<file path="config.mk">
export PLATFORM = sky130hd
export DESIGN_NAME = uio_byte_tx
export DESIGN_NICKNAME = d
export VERILOG_FILES = /design/src/rtl/tx_pkg.sv /design/src/rtl/byte_fifo.sv /design/src/rtl/uio_byte_tx.sv
export SDC_FILE = /design/constraint.sdc
export NUM_CORES = 1
export LEC_CHECK = 0
export BUFFER_PORTS_ARGS = -buffer_cell sky130_fd_sc_hd__buf_2
export CORE_MARGIN = 10
export CORE_UTILIZATION = 60
export DETAILED_ROUTE_END_ITERATION = 7
export GPL_TIMING_DRIVEN = 1
export PLACE_DENSITY = 0.76
export SYNTH_ARGS = -nofsm -noshare
export SYNTH_HDL_FRONTEND = slang
export SYNTH_SLANG_ARGS = --single-unit
</file>
<file path="constraint.sdc">
create_clock -name clk -period 6.4 [get_ports clk]
set_clock_uncertainty 0.1 [all_clocks]
set_input_delay 0.64 -clock clk [delete_from_list [all_inputs] [get_ports clk]]
set_output_delay 0.64 -clock clk [all_outputs]
set_load 0.01 [all_outputs]
</file>
<file path="src/rtl/tx_pkg.sv">
`default_nettype none
// =============================================================================
// Module      : tx_pkg
// Description : Shared FSM state encoding and frame constants for uio_byte_tx.
// Revision    : 1.0 - initial release
// =============================================================================
package tx_pkg;

    localparam int FRAME_BITS = 10;
    localparam int DATA_W     = 8;

    typedef enum logic [1:0] {
        IDLE  = 2'd0,
        START = 2'd1,
        DATA  = 2'd2,
        STOP  = 2'd3
    } tx_state_e;

endpackage
`default_nettype wire

</file>
<file path="src/rtl/byte_fifo.sv">
`default_nettype none
// =============================================================================
// Module      : byte_fifo
// Description : Synchronous byte FIFO; full/empty derived from a level counter.
// Revision    : 1.0 - initial release
// =============================================================================
module byte_fifo
    import tx_pkg::*;
#(
    parameter int FIFO_DEPTH = 4
) (
    input  logic                          clk,
    input  logic                          rst,
    input  logic                          push_i,
    input  logic [DATA_W-1:0]             push_data_i,
    input  logic                          pop_i,
    output logic [DATA_W-1:0]             head_o,
    output logic [$clog2(FIFO_DEPTH):0]   level_o,
    output logic                          ready_o
);

    localparam int PTR_W = $clog2(FIFO_DEPTH);
    localparam int LVL_W = PTR_W + 1;

    logic [DATA_W-1:0] mem_q [FIFO_DEPTH];
    logic [PTR_W-1:0]  wr_ptr_q;
    logic [PTR_W-1:0]  rd_ptr_q;
    logic [LVL_W-1:0]  level_q;
    logic [LVL_W-1:0]  level_d;
    logic              ready_q;
    logic              w_push;
    logic              w_pop;

    // Ready is the registered view of the level, so a full FIFO refuses even while popping.
    assign w_push = push_i & ready_q;
    assign w_pop  = pop_i & (level_q != '0);

    always_comb begin
        level_d = level_q;
        case ({w_push, w_pop})
            2'b10:   level_d = level_q + 1'b1;
            2'b01:   level_d = level_q - 1'b1;
            default: level_d = level_q;
        endcase
    end

    always_ff @(posedge clk) begin
        if (rst) begin
            wr_ptr_q <= '0;
            rd_ptr_q <= '0;
            level_q  <= '0;
            ready_q  <= 1'b0;
        end else begin
            if (w_push) wr_ptr_q <= wr_ptr_q + 1'b1;
            if (w_pop)  rd_ptr_q <= rd_ptr_q + 1'b1;
            level_q <= level_d;
            ready_q <= (level_d != LVL_W'(FIFO_DEPTH));
        end
    end

    always_ff @(posedge clk) begin
        if (w_push) mem_q[wr_ptr_q] <= push_data_i;
    end

    assign head_o  = mem_q[rd_ptr_q];
    assign level_o = level_q;
    assign ready_o = ready_q;

endmodule
`default_nettype wire

</file>
<file path="src/rtl/uio_byte_tx.sv">
`default_nettype none
// =============================================================================
// Module      : uio_byte_tx
// Description : FIFO-buffered 8N1 serial transmitter driving one uio pad.
// Revision    : 1.0 - initial release
// =============================================================================
module uio_byte_tx #(
    parameter int CLK_DIV    = 16,
    parameter int FIFO_DEPTH = 4,
    parameter int DATA_W     = 8
) (
    input  logic                          clk,
    input  logic                          rst,
    input  logic [DATA_W-1:0]             in_data,
    input  logic                          in_valid,
    output logic                          in_ready,
    output logic                          tx,
    output logic                          tx_oe,
    output logic                          busy,
    output logic [$clog2(FIFO_DEPTH):0]   fifo_level
);

    import tx_pkg::*;

    localparam int DIV_W = $clog2(CLK_DIV);
    localparam int BIT_W = $clog2(DATA_W);

    tx_state_e          state_q;
    logic [DIV_W-1:0]   div_q;
    logic [BIT_W-1:0]   bit_q;
    logic [DATA_W-1:0]  shift_q;
    logic               tx_q;
    logic               oe_q;
    logic               busy_q;

    logic [DATA_W-1:0]  w_head;
    logic               w_has_data;
    logic               w_bit_end;
    logic               w_pop;

    assign w_has_data = (fifo_level != '0);
    assign w_bit_end  = (div_q == DIV_W'(CLK_DIV - 1));
    // Head is consumed when leaving IDLE, or at the end of a stop bit for a gapless next frame.
    assign w_pop      = w_has_data & ((state_q == IDLE) | ((state_q == STOP) & w_bit_end));

    byte_fifo #(
        .FIFO_DEPTH (FIFO_DEPTH)
    ) u_fifo (
        .clk         (clk),
        .rst         (rst),
        .push_i      (in_valid),
        .push_data_i (in_data),
        .pop_i       (w_pop),
        .head_o      (w_head),
        .level_o     (fifo_level),
        .ready_o     (in_ready)
    );

    always_ff @(posedge clk) begin
        if (rst) begin
            state_q <= IDLE;
            div_q   <= '0;
            bit_q   <= '0;
            shift_q <= '0;
            tx_q    <= 1'b1;
            oe_q    <= 1'b0;
            busy_q  <= 1'b0;
        end else begin
            oe_q  <= 1'b1;
            div_q <= div_q + 1'b1;
            case (state_q)
                IDLE: begin
                    tx_q  <= 1'b1;
                    div_q <= '0;
                    if (w_has_data) begin
                        shift_q <= w_head;
                        state_q <= START;
                        tx_q    <= 1'b0;
                        busy_q  <= 1'b1;
                    end
                end
                START: begin
                    if (w_bit_end) begin
                        state_q <= DATA;
                        tx_q    <= shift_q[0];
                        bit_q   <= '0;
                        div_q   <= '0;
                    end
                end
                DATA: begin
                    if (w_bit_end) begin
                        div_q <= '0;
                        if (bit_q == BIT_W'(DATA_W - 1)) begin
                            state_q <= STOP;
                            tx_q    <= 1'b1;
                        end else begin
                            shift_q <= shift_q >> 1;
                            tx_q    <= shift_q[1];
                            bit_q   <= bit_q + 1'b1;
                        end
                    end
                end
                STOP: begin
                    if (w_bit_end) begin
                        div_q <= '0;
                        if (w_has_data) begin
                            shift_q <= w_head;
                            state_q <= START;
                            tx_q    <= 1'b0;
                        end else begin
                            state_q <= IDLE;
                            busy_q  <= 1'b0;
                        end
                    end
                end
                default: begin
                    state_q <= IDLE;
                    tx_q    <= 1'b1;
                    busy_q  <= 1'b0;
                end
            endcase
        end
    end

    assign tx    = tx_q;
    assign tx_oe = oe_q;
    assign busy  = busy_q;

endmodule
`default_nettype wire

</file>
---- After elaboration in Yosys (flattened, before gate mapping) ----
Memory sizes are Yosys's and may differ from the RTL's. A register that Yosys moved wholly into a read port is not among the register bits.
Cells that the tools add are included.
storage, ports and cells
  bits in writable memories ............... 32
  output and inout bits ................... 7
  register bits ........................... 28
  bits of input ports ..................... 11
  memories kept ........................... 1
  word-level logic and storage cells ...... 85
memory list
  memory        words  width  read ports  clocked after Yosys merged registers in  wr ports  RTL line         RTL
  u_fifo.mem_q  4      8      1           1                                        1         byte_fifo.sv:25  logic [DATA_W-1:0] mem_q [FIFO_DEPTH];
operators by class
  bitwise operators ....................... 5
  $add $sub $neg .......................... 6
  multiplexer cells ....................... 35
  equality and inequality tests ........... 16
  reductions and logical operators ........ 11
operator list
  kind                                                  count
  2-to-1 mux 8 bit                                      4
  case mux 8 bit (3 select lines)                       1
  != test 2 bit (second input constant)                 8
  AND reduction 4 bit                                   4
  2-to-1 mux 2 bit                                      7
  2-to-1 mux 1 bit                                      13
  case mux 3 bit (2 select lines)                       2
  2-to-1 mux 3 bit                                      3
  case mux 2 bit (4 select lines)                       1
  case mux 4 bit (2 select lines)                       1
  adder 3 x 1 -> 3 bit (second input constant)          2
  equality test 2 bit (second input constant)           3
  nonzero test 3 bit                                    2
  AND reduction 5 bit                                   1
  adder 2 x 1 -> 2 bit (second input constant)          2
  adder 4 x 1 -> 4 bit (second input constant)          1
  bitwise AND 1 bit                                     4
  equality test 2 x 1 -> 1 bit (second input constant)  2
  equality test 4 bit (second input constant)           1
  2-to-1 mux 4 bit                                      1
  case mux 1 bit (4 select lines)                       1
  nonzero test 2 bit                                    2
  equality test 3 bit (second input constant)           1
  != test 3 bit (second input constant)                 1
  5 further kinds                                       5

---- Longest topological paths before layout ----
  word-level depth ........................ 8
  gate-level depth with buffers ........... 11
  depth with buffers taken out ............ 11

---- Cells and area by module ----
Synthesis repeated with hierarchy kept, for this count alone.
unflattened totals
  cell total of the unflattened synthesis .. 204
  area, all modules ....................... 2726.4 um2
modules (own cells, without submodules)
  module       instances  cells an instance  area each (um2)  seq. area each (um2)
  byte_fifo    1          95                 1647.8           1161.1
  uio_byte_tx  1          109                1078.5           400.4

---- Worst setup path before layout ----
No wires, ideal clock.
  path type ............................... reg-to-reg
  start ................................... register state_q[1]
  end ..................................... register u_fifo.ready_q, in the netlist u_fifo.ready_o
  period minus slack after synthesis ...... 2.294 ns
  library setup time ...................... 0.115 ns
  data required time ...................... 6.185 ns
  cell stages (with the launch flop) ...... 11
  arrival time ............................ 2.079 ns
  path slack .............................. 4.106 ns
  cell sequence ........................... dfxtp_1 ha_1 a41oi_1 nor2_1 ha_1 inv_1 fa_1 xor2_1 nor2_1 xnor2_1 o21a_1
on the way
  longest elaborated chain between the ends .. 8
  elaborated cells on any way between the ends .. 10
  classes of those cells .................. eq/ne (4); mux (1); bitwise (4); reduce/logical (1)
RTL lines
  element                                                                     RTL line           RTL
  start, declared                                                             uio_byte_tx.sv:28  tx_state_e state_q;
  start signal, assigned                                                      uio_byte_tx.sv:61  state_q <= IDLE;
  start signal, assigned                                                      uio_byte_tx.sv:77  state_q <= START;
  start signal, assigned                                                      uio_byte_tx.sv:84  state_q <= DATA;
  equality test 2 bit                                                         uio_byte_tx.sv:44  assign w_pop = w_has_data & ((state_q == IDLE) | ((state_q == STOP) & w_bit_end));
  bitwise AND 1 bit                                                           uio_byte_tx.sv:44
  OR 1 bit *                                                                  uio_byte_tx.sv:44
  bitwise AND 1 bit *                                                         uio_byte_tx.sv:44
  bitwise AND 1 bit *                                                         byte_fifo.sv:36    assign w_pop = pop_i & (level_q != '0);
  named net u_fifo.w_pop                                                      byte_fifo.sv:32    logic w_pop;
  equality test 2 x 1 -> 1 bit / equality test 2 bit (equally long branches)  byte_fifo.sv:40    case ({w_push, w_pop})
  case mux 3 bit (2 select lines) *                                           byte_fifo.sv:40
  != test 3 bit *                                                             byte_fifo.sv:57    ready_q <= (level_d != LVL_W'(FIFO_DEPTH));
  end signal, assigned                                                        byte_fifo.sv:57
  end, declared                                                               byte_fifo.sv:30    logic ready_q;
Mark *: on every way through the listed nets, which the timed path passes. The rest lies on a longest branch.
A chain may end at the register's enable or synchronous reset.

---- Worst setup path in the final report ----
  start ................................... register state_q[0]
  end ..................................... register shift_q[0]
on the way
  longest elaborated chain between the ends .. 3
  elaborated cells on any way between the ends .. 9
  classes of those cells .................. eq/ne (5); mux (1); reduce/logical (3)
RTL lines
  element                                                                      RTL line            RTL
  equality test 2 bit / zero test 2 bit (equally long branches)                uio_byte_tx.sv:71   case (state_q)
  != test 2 bit (no source line) / nonzero test 3 bit (equally long branches)  -
  AND reduction 4 bit (no source line)                                         -
  end signal, assigned                                                         uio_byte_tx.sv:76   shift_q <= w_head;
  end signal, assigned                                                         uio_byte_tx.sv:97   shift_q <= shift_q >> 1;
  end signal, assigned                                                         uio_byte_tx.sv:107  shift_q <= w_head;
  end, declared                                                                uio_byte_tx.sv:31   logic [DATA_W-1:0] shift_q;
Several ways; a longest one is shown, not always the timed one.

==> results.sh <==
export IMPL_rows=24
export IMPL_clk_pin_slew_ns=0.07
export IMPL_grtUsageTotal=0.1379
export IMPL_syn2layout_area_growth_pct=10.98
export IMPL_fmax_mhz=335.6
export IMPL_instances_no_fill=272
export IMPL_fin_ws_ns=3.421
export IMPL_wire_per_inst_um=17.90
export IMPL_die_x_um=86.68
export IMPL_p_leak_nw=1.107
export IMPL_synth_edf_count=32
export IMPL_yosysSeqAreaShare=0.5854
export IMPL_grt_ovfl_total=0
export IMPL_ys_flop_type="edfxtp_1"
export IMPL_synth_top_family_by_area="multiplexers"
export IMPL_cts_buffers=9
export IMPL_synthArstFlopShare=0
export IMPL_crit_type="reg -> reg"
export IMPL_grt_start_max_net_pins=20
export IMPL_drt_wl_total_mm=4.868
export IMPL_postCtsResizedCells=0
export IMPL_n_antenna_cell=0
export IMPL_final_period_minus_worst_setup_slack_ns=2.979
export IMPL_antenna_found_initial=0
export IMPL_place_inst=257
export IMPL_htreeDepth=3
export IMPL_root_buffer="clkbuf_8"
export IMPL_synth_area_um2=2668
export IMPL_syn_nets=221
export IMPL_dr_total_vias=1615
export IMPL_insertion_delay_ns=0.34
export IMPL_cp_top_family="simple AND/OR/NAND/NOR gates"
export IMPL_postCtsSetupRepairBufs=0
export IMPL_synth_cells=196
export IMPL_ys_ff_latch=62
export IMPL_worstSetupStartpointType="flop"
export IMPL_yosys_area_share_simple=0.08912
export IMPL_fin_setup_tns_ns=0
export IMPL_slew_viol_final=0
export IMPL_final_util=0.6846
export IMPL_rsz0062_at_grt="no"
export IMPL_detail_route_vias_per_cell=5.938
export IMPL_crit_chain="inv_1 > ha_1 > inv_1 > nor4_2 > o21ai_0 > o311a_1"
export IMPL_synth_compound_area_frac=0.09803
export IMPL_period_share=0.4655
export IMPL_drt_first_iter_violations=133
export IMPL_gp_congestion=0.8219
export IMPL_hold_path_class="reg -> reg"
export IMPL_crit_arrival_ns=3.09
export IMPL_synth_top_cell_area_share=0.3602
export IMPL_p_total_mw=1.343
export IMPL_critPathMostFrequentCell="inv_1"
export IMPL_die_height_um=86.68
export IMPL_critPathCaptureType="flop"
export IMPL_slowest_delay_ns=0.98
export IMPL_clockBufferDepth=2
export IMPL_synth_area_top_cells="edfxtp_1 36%, dfxtp_1 23%, mux4_2 6.8%"
export IMPL_critical_path_slowest_cell="nor4_2"
export IMPL_syn_avg_cell_area_um2=13.61
export IMPL_max_slew_margin_rel=0.2639
export IMPL_dieArea_um2=7513
export IMPL_core_area_um2=4324
export IMPL_power_density_nw_per_um2=453.6
export IMPL_tritoncts="yes"
export IMPL_dr_pass1_iters=4
export IMPL_irDropWorstVdd_v=0.0002213
export IMPL_worstMarginPinSlew_ns=1.095
export IMPL_critPathRequiredTime_ns=6.52
export IMPL_finalSetupViolations=0
export IMPL_cts_hold_buf=0
export IMPL_io_buffers=17
export IMPL_dp_hpwl_mm=3.476
export IMPL_synth_xor_area_frac=0.02627
export IMPL_drc=0
export IMPL_yosysUniqueCellTypes=41
export IMPL_start_util=0.6169
export IMPL_critPathMaxFanout=15
export IMPL_grt_pass1_vias=1666
export IMPL_dp_slack_ns=3.463
export IMPL_nNetsFinal=241
export IMPL_ant_nets=0
export IMPL_ys_warn_count=0
export IMPL_synth_mux_area_frac=0.1051
export IMPL_timing_final_hold_violations=0
export IMPL_ioPinCount=18
export IMPL_synth_adder_area_share=0.06848
export IMPL_final_layout_size_suffix_gt1_frac=0.1864
export IMPL_grt_pass1_wl_mm=7.859
export IMPL_maxCapViolations=0
export IMPL_crit_buf_inv=2
export IMPL_synth_top_cell_by_area="edfxtp_1"
export IMPL_outcome="finished, final reports clean"
export IMPL_numClockSinks=62
[cell type report]
class                           count  area, um^2
Clock buffer                       10       127.6
Clock inverter                      5       51.30
Fill cell                         304        1364
Inverter                           10       37.54
Multi-Input combinational cell    116        1032
Sequential cell                    62        1562
Tap cell                           52       65.06
Timing Repair Buffer               17       85.08
[kinds of logic (layout without fill, tap and decap cells)]
kind of cell,count (synthesis),after routing
xor+xnor,8,8
compound gates,33,33
flops,62,62
mux,18,18
buf+inv,18,42
fa+ha+maj,14,14
simple gates,43,43
[synth_stat cells (2+ instances only)]
cell        n
a21oi_1     5
nand3_1     3
edfxtp_1   32
xor2_1      3
or3_1       3
nor4_1      2
clkbuf_1    4
xnor2_1     5
nor2b_1     4
o21ai_0     9
inv_1      10
nor3_1      3
ha_1       13
mux4_2      8
mux2i_1    10
and3_1      5
nand2_1     7
nor2_1      9
o311a_1     7
nand4_1     2
dfxtp_1    30
a2111oi_1   2
buf_2       2
[registers in the layout, indices dropped and copies added (netlist names), named ones only]
name,flops
tx,1
busy,1
tx_oe,1
bit_q,3
div_q,4
u_fifo.mem_q,32
state_q,2
u_fifo.rd_ptr_q,2
u_fifo.ready_o,1
shift_q,8
u_fifo.level_o,3
u_fifo.wr_ptr_q,2
[per-layer routing]
metal,GRT usage,wire (um),vias to the layer above
met4,0.07069,97,0
met3,0.05159,165,9
met2,0.2315,2512,24
li1,-,-,791
met5,0,0,-
met1,0.1482,2091,791
[path summary, 6_finish.rpt]
| path | startpoint | endpoint | slack [ns] | cells after the start |
|---|---|---|---|---|
| hold / removal | div_q[0] | div_q[0] | 0.36 | 1 |
| setup reg to reg | state_q[0] | shift_q[0] | 3.42 | 6 |
| setup / recovery | state_q[0] | shift_q[0] | 3.42 | 6 |
| hold reg to reg | div_q[0] | div_q[0] | 0.36 | 1 |
[metrics by stage]
stage	hold WS (ns)	area, um^2
global route	0.3888	2960
global placement	0.3447	2781
CTS	0.3659	2960
floorplan	0.3314	2668
detailed placement	0.3574	2781
finish	0.3610	2960
[cell usage in the layout, fill, tap and decap left out, drive strengths merged, types with 2 or more instances in the layout]
cell type | synthesis | final
or3 | 3 | 3
buf | 4 | 17
nand2 | 7 | 7
nor2 | 9 | 9
a21oi | 5 | 5
nand3 | 3 | 3
nor4 | 3 | 3
dfxtp | 30 | 30
mux4 | 8 | 8
mux2i | 10 | 10
clkinv | 0 | 3
inv | 10 | 10
a2111oi | 3 | 3
xnor2 | 5 | 5
nand4 | 2 | 2
o311a | 7 | 7
o21ai | 9 | 9
nor2b | 4 | 4
nor3 | 4 | 4
ha | 13 | 13
xor2 | 3 | 3
edfxtp | 32 | 32
and3 | 5 | 5
clkbuf | 4 | 10
[where the power goes]
group,switching [mW],internal [mW],total (mW)
clock network,0.140,0.175,0.315
logic,0.246,0.219,0.465
registers,0.0688,0.494,0.563
No activity file was read; power rests on OpenSTA's default activity.
